==> src/rtl/wav_stream_pkt_src.sv <==
// wav_stream_pkt_src
// Packetised valid/ready stream source. It emits packets of ctl_len+1 beats
// with tlast on the final beat. It inserts ctl_gap idle cycles between packets
// and stops after ctl_num packets (0 = never stop). tdata is a free-running
// counter that carries on across runs and is cleared only by reset.
//
// Ports
//   clk       system clock, rising edge
//   rst       asynchronous active-low reset
//   ctl_run   level-sensitive enable
//   ctl_len   packet length minus one
//   ctl_gap   idle cycles after each packet
//   ctl_num   packets to send, 0 = unlimited
//   tready    drain ready
//   tvalid    source valid
//   tdata     payload
//   tlast     last beat of packet
//   sts_busy  sending a packet or waiting in a gap
//   sts_done  packet limit reached
//   sts_pkt   packets completed since the last start
`timescale 1ns/1ps
module wav_stream_pkt_src #(
    parameter int unsigned DW = 8,
    parameter int unsigned LW = 8,
    parameter int unsigned GW = 4,
    parameter int unsigned CW = 16
) (
    input  logic          clk,
    input  logic          rst,
    input  logic          ctl_run,
    input  logic [LW-1:0] ctl_len,
    input  logic [GW-1:0] ctl_gap,
    input  logic [CW-1:0] ctl_num,
    input  logic          tready,
    output logic          tvalid,
    output logic [DW-1:0] tdata,
    output logic          tlast,
    output logic          sts_busy,
    output logic          sts_done,
    output logic [CW-1:0] sts_pkt
);

    localparam logic [1:0] ST_IDLE = 2'd0;
    localparam logic [1:0] ST_DATA = 2'd1;
    localparam logic [1:0] ST_GAP  = 2'd2;
    localparam logic [1:0] ST_DONE = 2'd3;

    logic [1:0]    state_q, state_d;
    logic [LW-1:0] beat_q,  beat_d;
    logic [GW-1:0] gap_q,   gap_d;
    logic [LW-1:0] len_q,   len_d;
    logic [GW-1:0] gcfg_q,  gcfg_d;
    logic [CW-1:0] num_q,   num_d;
    logic [DW-1:0] data_q,  data_d;
    logic [CW-1:0] pkt_q,   pkt_d;
    logic [CW-1:0] pkt_inc;
    logic          last_beat;

    assign pkt_inc   = pkt_q + CW'(1);
    assign last_beat = (beat_q == len_q);

    always_comb begin
        state_d = state_q;
        beat_d  = beat_q;
        gap_d   = gap_q;
        len_d   = len_q;
        gcfg_d  = gcfg_q;
        num_d   = num_q;
        data_d  = data_q;
        pkt_d   = pkt_q;

        case (state_q)
            ST_IDLE: begin
                if (ctl_run) begin
                    state_d = ST_DATA;
                    beat_d  = '0;
                    pkt_d   = '0;
                    len_d   = ctl_len;
                    gcfg_d  = ctl_gap;
                    num_d   = ctl_num;
                end
            end
            ST_DATA: begin
                // tvalid is 1 here, so tready alone means a transfer.
                if (tready) begin
                    data_d = data_q + DW'(1);
                    if (last_beat) begin
                        pkt_d  = pkt_inc;
                        beat_d = '0;
                        if ((num_q != '0) && (pkt_inc == num_q)) begin
                            state_d = ST_DONE;
                        end else if (!ctl_run) begin
                            state_d = ST_IDLE;
                        end else if (gcfg_q != '0) begin
                            state_d = ST_GAP;
                            gap_d   = gcfg_q;
                        end else begin
                            // Back-to-back packet: pick up fresh shape now.
                            len_d  = ctl_len;
                            gcfg_d = ctl_gap;
                        end
                    end else begin
                        beat_d = beat_q + LW'(1);
                    end
                end
            end
            ST_GAP: begin
                gap_d = gap_q - GW'(1);
                // Loaded with G, leaves on 1: exactly G idle cycles.
                if (gap_q == GW'(1)) begin
                    beat_d = '0;
                    if (ctl_run) begin
                        state_d = ST_DATA;
                        len_d   = ctl_len;
                        gcfg_d  = ctl_gap;
                    end else begin
                        state_d = ST_IDLE;
                    end
                end
            end
            ST_DONE: begin
                if (!ctl_run) begin
                    state_d = ST_IDLE;
                end
            end
            default: begin
                state_d = ST_IDLE;
            end
        endcase
    end

    always_ff @(posedge clk or negedge rst) begin
        if (!rst) begin
            state_q <= ST_IDLE;
            beat_q  <= '0;
            gap_q   <= '0;
            len_q   <= '0;
            gcfg_q  <= '0;
            num_q   <= '0;
            data_q  <= '0;
            pkt_q   <= '0;
        end else begin
            state_q <= state_d;
            beat_q  <= beat_d;
            gap_q   <= gap_d;
            len_q   <= len_d;
            gcfg_q  <= gcfg_d;
            num_q   <= num_d;
            data_q  <= data_d;
            pkt_q   <= pkt_d;
        end
    end

    // Outputs decode registers only; no path from tready or ctl_* inputs.
    assign tvalid   = (state_q == ST_DATA);
    assign tlast    = (state_q == ST_DATA) && last_beat;
    assign tdata    = data_q;
    assign sts_busy = (state_q == ST_DATA) || (state_q == ST_GAP);
    assign sts_done = (state_q == ST_DONE);
    assign sts_pkt  = pkt_q;

endmodule

==> config.mk <==
export PLATFORM = sky130hd
export DESIGN_NAME = wav_stream_pkt_src
export DESIGN_NICKNAME = d
export VERILOG_FILES = /design/src/rtl/wav_stream_pkt_src.sv
export SDC_FILE = /design/constraint.sdc
export NUM_CORES = 1
export LEC_CHECK = 0
export ABC_AREA = 1
export BUFFER_PORTS_ARGS = -buffer_cell sky130_fd_sc_hd__buf_4
export CELL_PAD_IN_SITES_DETAIL_PLACEMENT = 1
export CELL_PAD_IN_SITES_GLOBAL_PLACEMENT = 1
export CORE_MARGIN = 2
export CORE_UTILIZATION = 45
export DETAILED_ROUTE_END_ITERATION = 16
export GPL_ROUTABILITY_DRIVEN = 0
export PLACE_DENSITY_LB_ADDON = 0.25
export SYNTH_ARGS = -nofsm -noshare
export SYNTH_HDL_FRONTEND = slang
export SYNTH_SLANG_ARGS = --single-unit
==> constraint.sdc <==
create_clock -name clk -period 4.02 [get_ports clk]
set_input_delay 0.603 -clock clk [delete_from_list [all_inputs] [get_ports clk]]
set_output_delay 0.603 -clock clk [all_outputs]
set_load 0.005 [all_outputs]
Yosys cells after proc, flatten, opt, wreduce, memory -nomap -nowiden:

Index checks and enable logic that the tools add are counted.

* flip-flop bits (word level): 66
* input port bits: 32

* muxes and demuxes: 41
* reduce and logical (&&, ||, !) cells: 16
* eq/ne operators: 16
* add/sub/neg operators: 4

Operators by type and width (count)
* $mux W8: 11
* $mux W16: 3
* $mux W4: 12
* $pmux W8 S3: 2
* $pmux W16 S2: 1
* $add A16 B1 Y16 const B: 1
* $add A8 B1 Y8 const B: 2
* $eq A16 B16 Y1: 1
* $mux W2: 8
* $reduce_bool A16 Y1: 1
* $ne A2 B2 Y1 const B: 7
* $pmux W4 S3: 1
* $reduce_and A6 Y1: 2
* $eq A8 B8 Y1: 1
* $pmux W2 S4: 1
* $pmux W4 S2: 1
* $reduce_and A4 Y1: 2
* $reduce_and A7 Y1: 1
* $eq A2 B2 Y1 const B: 2
* $eq A4 B1 Y1 const B: 1
* $ne A2 B1 Y1 const B: 2
* $ne A4 B2 Y1 const B: 1
* $reduce_and A2 Y1: 2
* $reduce_bool A2 Y1: 2
* 8 further kinds: 9

Logic depth before layout (Yosys ltp):

Gate-level depths: netlist of run 1.

* depth after elaboration: 7
* depth in mapped cells: 18
* mapped depth without buffers: 17

Least setup slack after synthesis of run 1:

Ideal clock, no wire load.

* path type: reg2reg
* start: reg state_q[1]
* end: reg pkt_q[9] (netlist: sts_pkt[9])
* required time: 3937 ps
* path buffers: 1
* setup slack: 1993 ps
* data arrival time: 1944 ps
* stages on the path, launching flop included: 11
* period minus slack after synthesis: 2027 ps
* cells stage by stage: dfrtp_1 inv_1 ha_1 inv_1 or2_2 nand2_1 inv_1 nand2_1 o21ai_1 buf_2 o21ai_0

* cells in the longest elaborated chain, start to end: 3
* elaborated cells on any way between the ends: 8
* classes of those cells: eq/ne (4); mux (1); reduce/logical (3)

Ends and longest elaborated chain
* from (decl): RTL line 48 `logic [1:0] state_q, state_d;`
* from (signal assigned): RTL line 143 `state_q <= state_d;`
* $eq A2 B1 Y1 *
* named net tvalid: RTL line 35 `output logic tvalid,`
* $ne A2 B1 Y1 (no source line), or another cell as far along
* $reduce_and A4 Y1 (no source line)
* to (signal assigned): RTL line 150 `pkt_q <= pkt_d;`
* to (decl): RTL line 55 `logic [CW-1:0] pkt_q, pkt_d;`

The timed path passes the listed nets; every way through them passes the cells marked *.
A chain may end at the register's enable or synchronous reset.

Worst setup path after layout of run 1:

* start: reg state_q[1]
* end: reg pkt_q[9] (netlist: sts_pkt[9])

* cells in the longest elaborated chain, start to end: 3
* elaborated cells on any way between the ends: 8
* classes of those cells: eq/ne (4); mux (1); reduce/logical (3)

Ends and longest elaborated chain
* $eq A2 B1 Y1 / $logic_not A2 Y1 (equally long branches): RTL line 72 `case (state_q)`
* $ne A2 B1 Y1 (no source line), or another cell as far along
* $reduce_and A4 Y1 (no source line)

Several ways; a longest one is shown, not always the timed one.

==> results of run 1 <==
==> flip-flops by register name, indices dropped and copies added (netlist names) <==
name / count
gcfg_q: 4
len_q: 8
num_q: 16
gap_q: 4
tdata: 8
state_q: 2
sts_pkt: 16
beat_q: 8
==> cells in the final DEF (no fill, tap or decap), drive strengths merged, types with 7 or more instances in the layout <==
cell	Yosys	layout
a21oi	22	22
dfrtp	66	66
nand2	168	168
ha	10	10
nor2	66	66
o22ai	7	7
nand4	10	10
buf	5	61
clkbuf	2	10
inv	67	67
o21ai	22	22
xor2	9	9
nand3	66	66
==> per-stage QoR <==
step / total power [mW] / hold WS, ns / cell area (µm²) / utilization
2_1_floorplan: 1.89 / 0.307 / 4000 / -
3_3_place_gp: 2.22 / 0.471 / 4540 / 0.524
3_5_place_dp: 2.30 / 0.477 / 4540 / 0.524
4_1_cts: 2.87 / 0.408 / 4730 / 0.545
5_1_grt: 3.09 / 0.443 / 4730 / 0.545
6_report: 2.84 / 0.360 / 4730 / 0.545
==> worst paths after layout <==
| kind | to | depth (start not counted) | slack, ns |
|---|---|---|---|
| worst max-delay path | sts_pkt[9] | 9 | 1.37 |
| worst min-delay path | num_q[12] | 1 | 0.36 |
| worst max register to register | sts_pkt[9] | 9 | 1.37 |
| worst min register to register | tdata[3] | 1 | 0.49 |
| max in group asynchronous | tdata[5] | 1 | 3.06 |
| min in group clk | gcfg_q[1] | 3 | 0.48 |
==> cell type report <==
type                            instances  area, µm²  share of cell area
Multi-Input combinational cell        409       2040               0.431
Sequential cell                        66       1650               0.349
Timing Repair Buffer                   61        458              0.0968
Inverter                               69        259              0.0548
Tap cell                              108        135              0.0286
Clock buffer                           10        128              0.0270
Clock inverter                          6       57.6              0.0122
==> metal layers <==
| metal | up-vias | share of wire | global-route usage | routed length (µm) |
|---|---|---|---|---|
| met2 | 73 | 0.50 | 0.438 | 5760 |
| met1 | 1912 | 0.45 | 0.321 | 5220 |
| met3 | 21 | 0.036 | 0.0387 | 413 |
| met5 | - | 0 | 0 | 0 |
| li1 | 1897 | - | - | - |
| met4 | 0 | 0.020 | 0.0832 | 234 |
==> cell usage after synthesis (all sizes together) <==
master / count / share of area
and3: 1 / 0.0016
xnor2: 6 / 0.013
nor3: 6 / 0.0075
a21oi: 22 / 0.028
o21ai: 22 / 0.028
nand2: 168 / 0.16
dfrtp: 66 / 0.41
nor4: 3 / 0.0047
nor2: 66 / 0.073
mux2i: 1 / 0.0025
mux2: 2 / 0.0056
clkbuf: 2 / 0.0019
or2: 6 / 0.0094
nand4: 10 / 0.017
clkinv: 2 / 0.0019
a31oi: 2 / 0.0031
o22ai: 7 / 0.011
nand3: 66 / 0.084
inv: 67 / 0.063
xnor3: 1 / 0.0056
nor3b: 1 / 0.0019
ha: 10 / 0.031
buf: 5 / 0.0091
xor2: 9 / 0.020
==> cells by family after synthesis <==
logic type               after synthesis  share of synthesized area
XOR/XNOR                              16                     0.0385
adder cells (fa/ha/maj)               10                     0.0313
multiplexers                           3                    0.00814
buffers and inverters                 76                     0.0758
flip-flops                            66                      0.413
AO/OA/AOI/OAI                         53                     0.0692
AND/OR/NAND/NOR                      327                      0.364
==> report_power, final <==
part	leakage, nW	switching (mW)	internal (mW)
registers	0.839	0.203	0.875
clock network	0.0958	0.274	0.283
logic	1.44	0.755	0.455
total	2.38	1.23	1.61
==> reports/results.ini, run 1 <==
[status]
status = complete, no violations

[clock_tree]
clock_sinks = 66
clk_pin_slew_worst_paths_ns = 0.09
ctsResizeCount = 0
clockRootBuffer = clkbuf_8
cts_buffers = 9
htreeDepth = 3
cts_setup_buffers = 0
cts-hold-fix-buffers = 0
clockBufferDepth = 2
clk_latency_ns = 0.35
tritoncts = done

[hold_path]
hold_path_class = input pin to asynchronous set/reset pin

[worst_setup_path]
cp-end-kind = flop
critPathKind = flop to flop
cp-startpoint = state_q[1]
cp_max_fo = 16
cp_data_arrival_time_ns = 2.90
cp_cell_sequence = inv_1 -> ha_1 -> inv_1 -> or2_2 -> nand2_1 -> inv_1 -> nand2_1 -> o21ai_1 -> o21ai_0
critical_path.slowest_cell = o21ai_1
cp_top_family = compound AO/OA/AOI/OAI gates
critPathBufInv = 3
required_ns = 4.26
critPathMaxStageDelay_ns = 0.49
start_kind = flop
r2r_start = state_q[1]
cp_common_cell = inv_1

[detailed_routing]
antenna_left = 0
first_iter_violations = 164
via_per_inst = 5.35
dr.pass1.iters = 4
vias = 3903
wl_per_cell_um = 15.9
drcViolationCount = 0
routed_wl_um = 11600

[yosys]
synth_cells = 551
syn_avg_cell_area_um2 = 7.25
synth_warnings = 0
syn_nets = 593
syn_area_mm2 = 0.00400
ys_types = 34
ys_seq_area_frac = 0.413
synth_seq_cells = 66

[floorplanning]
dieArea_mm2 = 0.00965
core-area_mm2 = 0.00868
num_io_pins = 60
chipWidth_um = 98.2
die_h_um = 98.2
fp-row-count = 34
start_util = 0.460

[final_layout]
drive_gt1_frac = 0.166
area_growth_pct = 18.4
stdcell_count = 729
fillCellCount = 1153
antenna_cells = 0
nets = 658

[pwr]
leakagePower_nw = 2.38
ir_drop_mv = 0.302
power_density_mw_per_mm2 = 601

[place]
dp_worst_setup_slack_ns = 1.36
io_buffer_count = 59
dp_hpwl_um = 8670
dpl.cell_count = 713

[timing]
rsz0062_at_grt = false
final_max_slew_viol_count = 0
finalCritPeriodShare = 0.660
fmax_mhz = 377
worst_slew_pin_slew_ns = 1.25
slew_headroom = 0.162
skew_ns = 0.0168
setup_tns_ns = 0
final-setup-viol-count = 0
setup_slack_ns = 1.37
fin_crit_ns = 2.65
final_hold_viol_count = 0

[global_routing]
grt_pass1_vias = 4106
grt_pass1_wl_um = 19700
grt_overflow_total = 0
grt_usage = 0.252
antenna_found_initial = 0
grt_max_degree = 67

[flow_run]
maxCapViolations = 0

No activity file was read; power rests on OpenSTA's default activity.
==> run 2: changes to the inputs <==
--- a/config.mk
+++ b/config.mk
@@ -10,7 +10,7 @@
 export CELL_PAD_IN_SITES_DETAIL_PLACEMENT = 1
 export CELL_PAD_IN_SITES_GLOBAL_PLACEMENT = 1
 export CORE_MARGIN = 2
-export CORE_UTILIZATION = 45
+export CORE_UTILIZATION = 41
 export DETAILED_ROUTE_END_ITERATION = 16
 export GPL_ROUTABILITY_DRIVEN = 0
 export PLACE_DENSITY_LB_ADDON = 0.25
==> constraint.sdc (replaced) <==
create_clock -name clk -period 2.5 [get_ports clk]
set_input_delay 0.375 -clock clk [delete_from_list [all_inputs] [get_ports clk]]
set_output_delay 0.375 -clock clk [all_outputs]
set_load 0.005 [all_outputs]
==> run 2 against run 1 <==
Core utilization down 3.5 points. Clock skew is 0.0086 ns lower. Fmax increased by 18%. Cell area is 3.5% higher. Sequential power up 61%. Power is 65% higher. Largest cell class unchanged. Global-route usage decreased by 1.3 points. Die area rose by 9.4%. Clock-buffer cell count rose by 4. Via count rose by 0.67%. Hold slack lost 0.23 ns. Clock power grew 69%.
==> reports/results.ini, run 2 (synthesis gave the netlist of run 1 again) <==
[final_layout]
antenna_cells = 0  ; unchanged
fin_area_mm2 = 0.00489  ; +3.5%
multi_input_area_mm2 = 0.00210  ; +2.8%
regArea_mm2 = 0.00165  ; +0.15%
stdcell_count = 763  ; +4.7%
drive_gt1_frac = 0.189  ; +0.0230
final_cell_mix = nand2_1, buf_4, inv_1, nand3_1, dfrtp_1
area_growth_pct = 22.5
fillCellCount = 1266  ; +9.8%
final_common_cell = nand2_1
nets = 667  ; +1.4%

[worst_setup_path]
critPathBufInv = 0  ; -3
cp_top_family = simple AND/OR/NAND/NOR gates
start_kind = flop
cp-end-kind = flop
r2r_start = sts_pkt[1]
reg2reg_setup_slack_ns = 0.25  ; -1.11 ns
cp_cell_sequence = ha_2 -> nand2_4 -> nor2_4 -> nand3_1 -> nand2_1 -> nand3_1 -> nand2_1 -> nand3_1 -> nor2_1 -> nand3_2 -> nand2_2 -> nand2_4 -> nand2_8 -> nand2_1 -> nand2_1
cp_max_fo = 13  ; -3
cp_common_cell = nand2_1
critPathKind = flop to flop
cp-startpoint = sts_pkt[1]
critPathMaxStageDelay_ns = 0.41  ; -0.08 ns
required_ns = 2.79  ; -1.47 ns
critical_path.slowest_cell = dfrtp_1
cp_data_arrival_time_ns = 2.54  ; -0.36 ns

[clock_tree]
clock_sinks = 66  ; unchanged
htreeDepth = 3  ; unchanged
clockBufferDepth = 2  ; unchanged
cts_buffers = 9  ; unchanged
clk_latency_ns = 0.36  ; about the same
clk_pin_slew_worst_paths_ns = 0.07  ; -0.02 ns
cts-hold-fix-buffers = 0  ; unchanged
clockRootBuffer = clkbuf_8
tritoncts = done

[pwr]
p_clk_frac = 0.201  ; +0.005
pwr-share-seq = 0.370  ; -0.009
p_int_mw = 2.70  ; +67%
power.share.switching = 0.425  ; -0.00846
leakagePower_nw = 2.43  ; +2.2%
p_sw_mw = 1.99  ; +62%
power_density_mw_per_mm2 = 959  ; +59%
ir_drop_mv = 0.354  ; +17%
share_comb_of_total_power = 0.429  ; +0.004

[floorplanning]
num_io_pins = 60  ; unchanged
dieArea_mm2 = 0.0105  ; +9.4%
core-area_mm2 = 0.00959  ; +11%
chipWidth_um = 103  ; +4.6%
start_util = 0.416  ; -0.0439
fp-row-count = 36  ; +5.9%
die_h_um = 103  ; +4.6%

[hold_path]
hold_path_class = input pin to asynchronous set/reset pin

[detailed_routing]
vias = 3929  ; +0.67%
dr.pass1.iters = 4  ; unchanged
first_iter_violations = 98  ; -40%
antenna_left = 0  ; unchanged
drcViolationCount = 0  ; unchanged
wl_per_cell_um = 15.6  ; -2.5%
routed_wl_um = 11900  ; +2.1%
via_per_inst = 5.15  ; -3.8%

[timing]
slew_headroom = 0.419  ; +0.257
setup_slack_ns = 0.255  ; -1.11 ns
final-setup-viol-count = 0  ; unchanged
final_hold_viol_count = 0  ; unchanged
final_max_slew_viol_count = 0  ; unchanged
worst_slew_pin_slew_ns = 0.871  ; -0.378 ns
skew_ns = 0.00821  ; -0.00858 ns
fin_crit_ns = 2.25  ; -0.407 ns
setup_tns_ns = 0  ; unchanged
rsz0062_at_grt = false
finalCritPeriodShare = 0.898  ; +0.238
whs_ns = 0.134  ; -0.226 ns
fmax_mhz = 445  ; +18%

[place]
dpl.cell_count = 743  ; +4.2%
dpl_cell_area_mm2 = 0.00461  ; +1.5%
dp_worst_setup_slack_ns = 0.142  ; -1.22 ns
dp_hpwl_um = 9100  ; +5.1%
io_buffer_count = 59  ; unchanged

[global_routing]
grt_pass1_wl_um = 19400  ; -1.5%
grt_usage = 0.238  ; -0.0131
grt_pass1_vias = 4062  ; -1.1%
antenna_found_initial = 0  ; unchanged
grt_max_degree = 67  ; unchanged
grt_overflow_total = 0  ; unchanged

[flow_run]
maxCapViolations = 0  ; unchanged

[status]
status = complete, no violations

-- run 2: layout make-up --
type                            instances  area share
Clock buffer                           14      0.0332
Sequential cell                        66       0.338
Tap cell                              133      0.0340
Clock inverter                          2     0.00716
Multi-Input combinational cell        410       0.429
Timing Repair Buffer                   69       0.106
Inverter                               69      0.0529
-- run 2: what timing repair did --
item	in CTS	in global routing
gates resized for setup	0	14
endpoints found under the setup margin	0	19
buffers inserted	0	3
-- run 2: path summary, 6_finish.rpt --
kind	cells past startpoint	end
hold / removal	1	sts_pkt[13]
hold reg to reg	1	tdata[3]
min in group clk	2	num_q[0]
max in group asynchronous	1	sts_pkt[2]
setup reg to reg	15	len_q[4]
setup / recovery	15	len_q[4]
-- run 2: power groups by stage --
stage / combinational (mW) / clock [mW] / sequential, mW
CTS: 2.01 / 0.970 / 1.74
floorplan: 1.39 / 0 / 1.65
global placement: 1.89 / 0 / 1.73
global route: 2.30 / 1.00 / 1.79
detailed placement: 2.00 / 0 / 1.76
finish: 2.01 / 0.943 / 1.74
-- run 2: metrics by stage --
| step | power, mW | util |
|---|---|---|
| 6_report | 4.69 | 0.510 |
| 5_1_grt | 5.09 | 0.510 |
| 4_1_cts | 4.72 | 0.501 |
| 3_5_place_dp | 3.75 | 0.481 |
| 3_3_place_gp | 3.62 | 0.481 |
| 2_1_floorplan | 3.04 | - |
-- run 2: routing by layer --
| layer | track usage | up-vias | part of all wire |
|---|---|---|---|
| met5 | 0 | - | 0 |
| met4 | 0.0985 | 0 | 0.021 |
| met3 | 0.0407 | 20 | 0.032 |
| met2 | 0.396 | 53 | 0.49 |
| met1 | 0.309 | 1935 | 0.45 |
| li1 | - | 1921 | - |
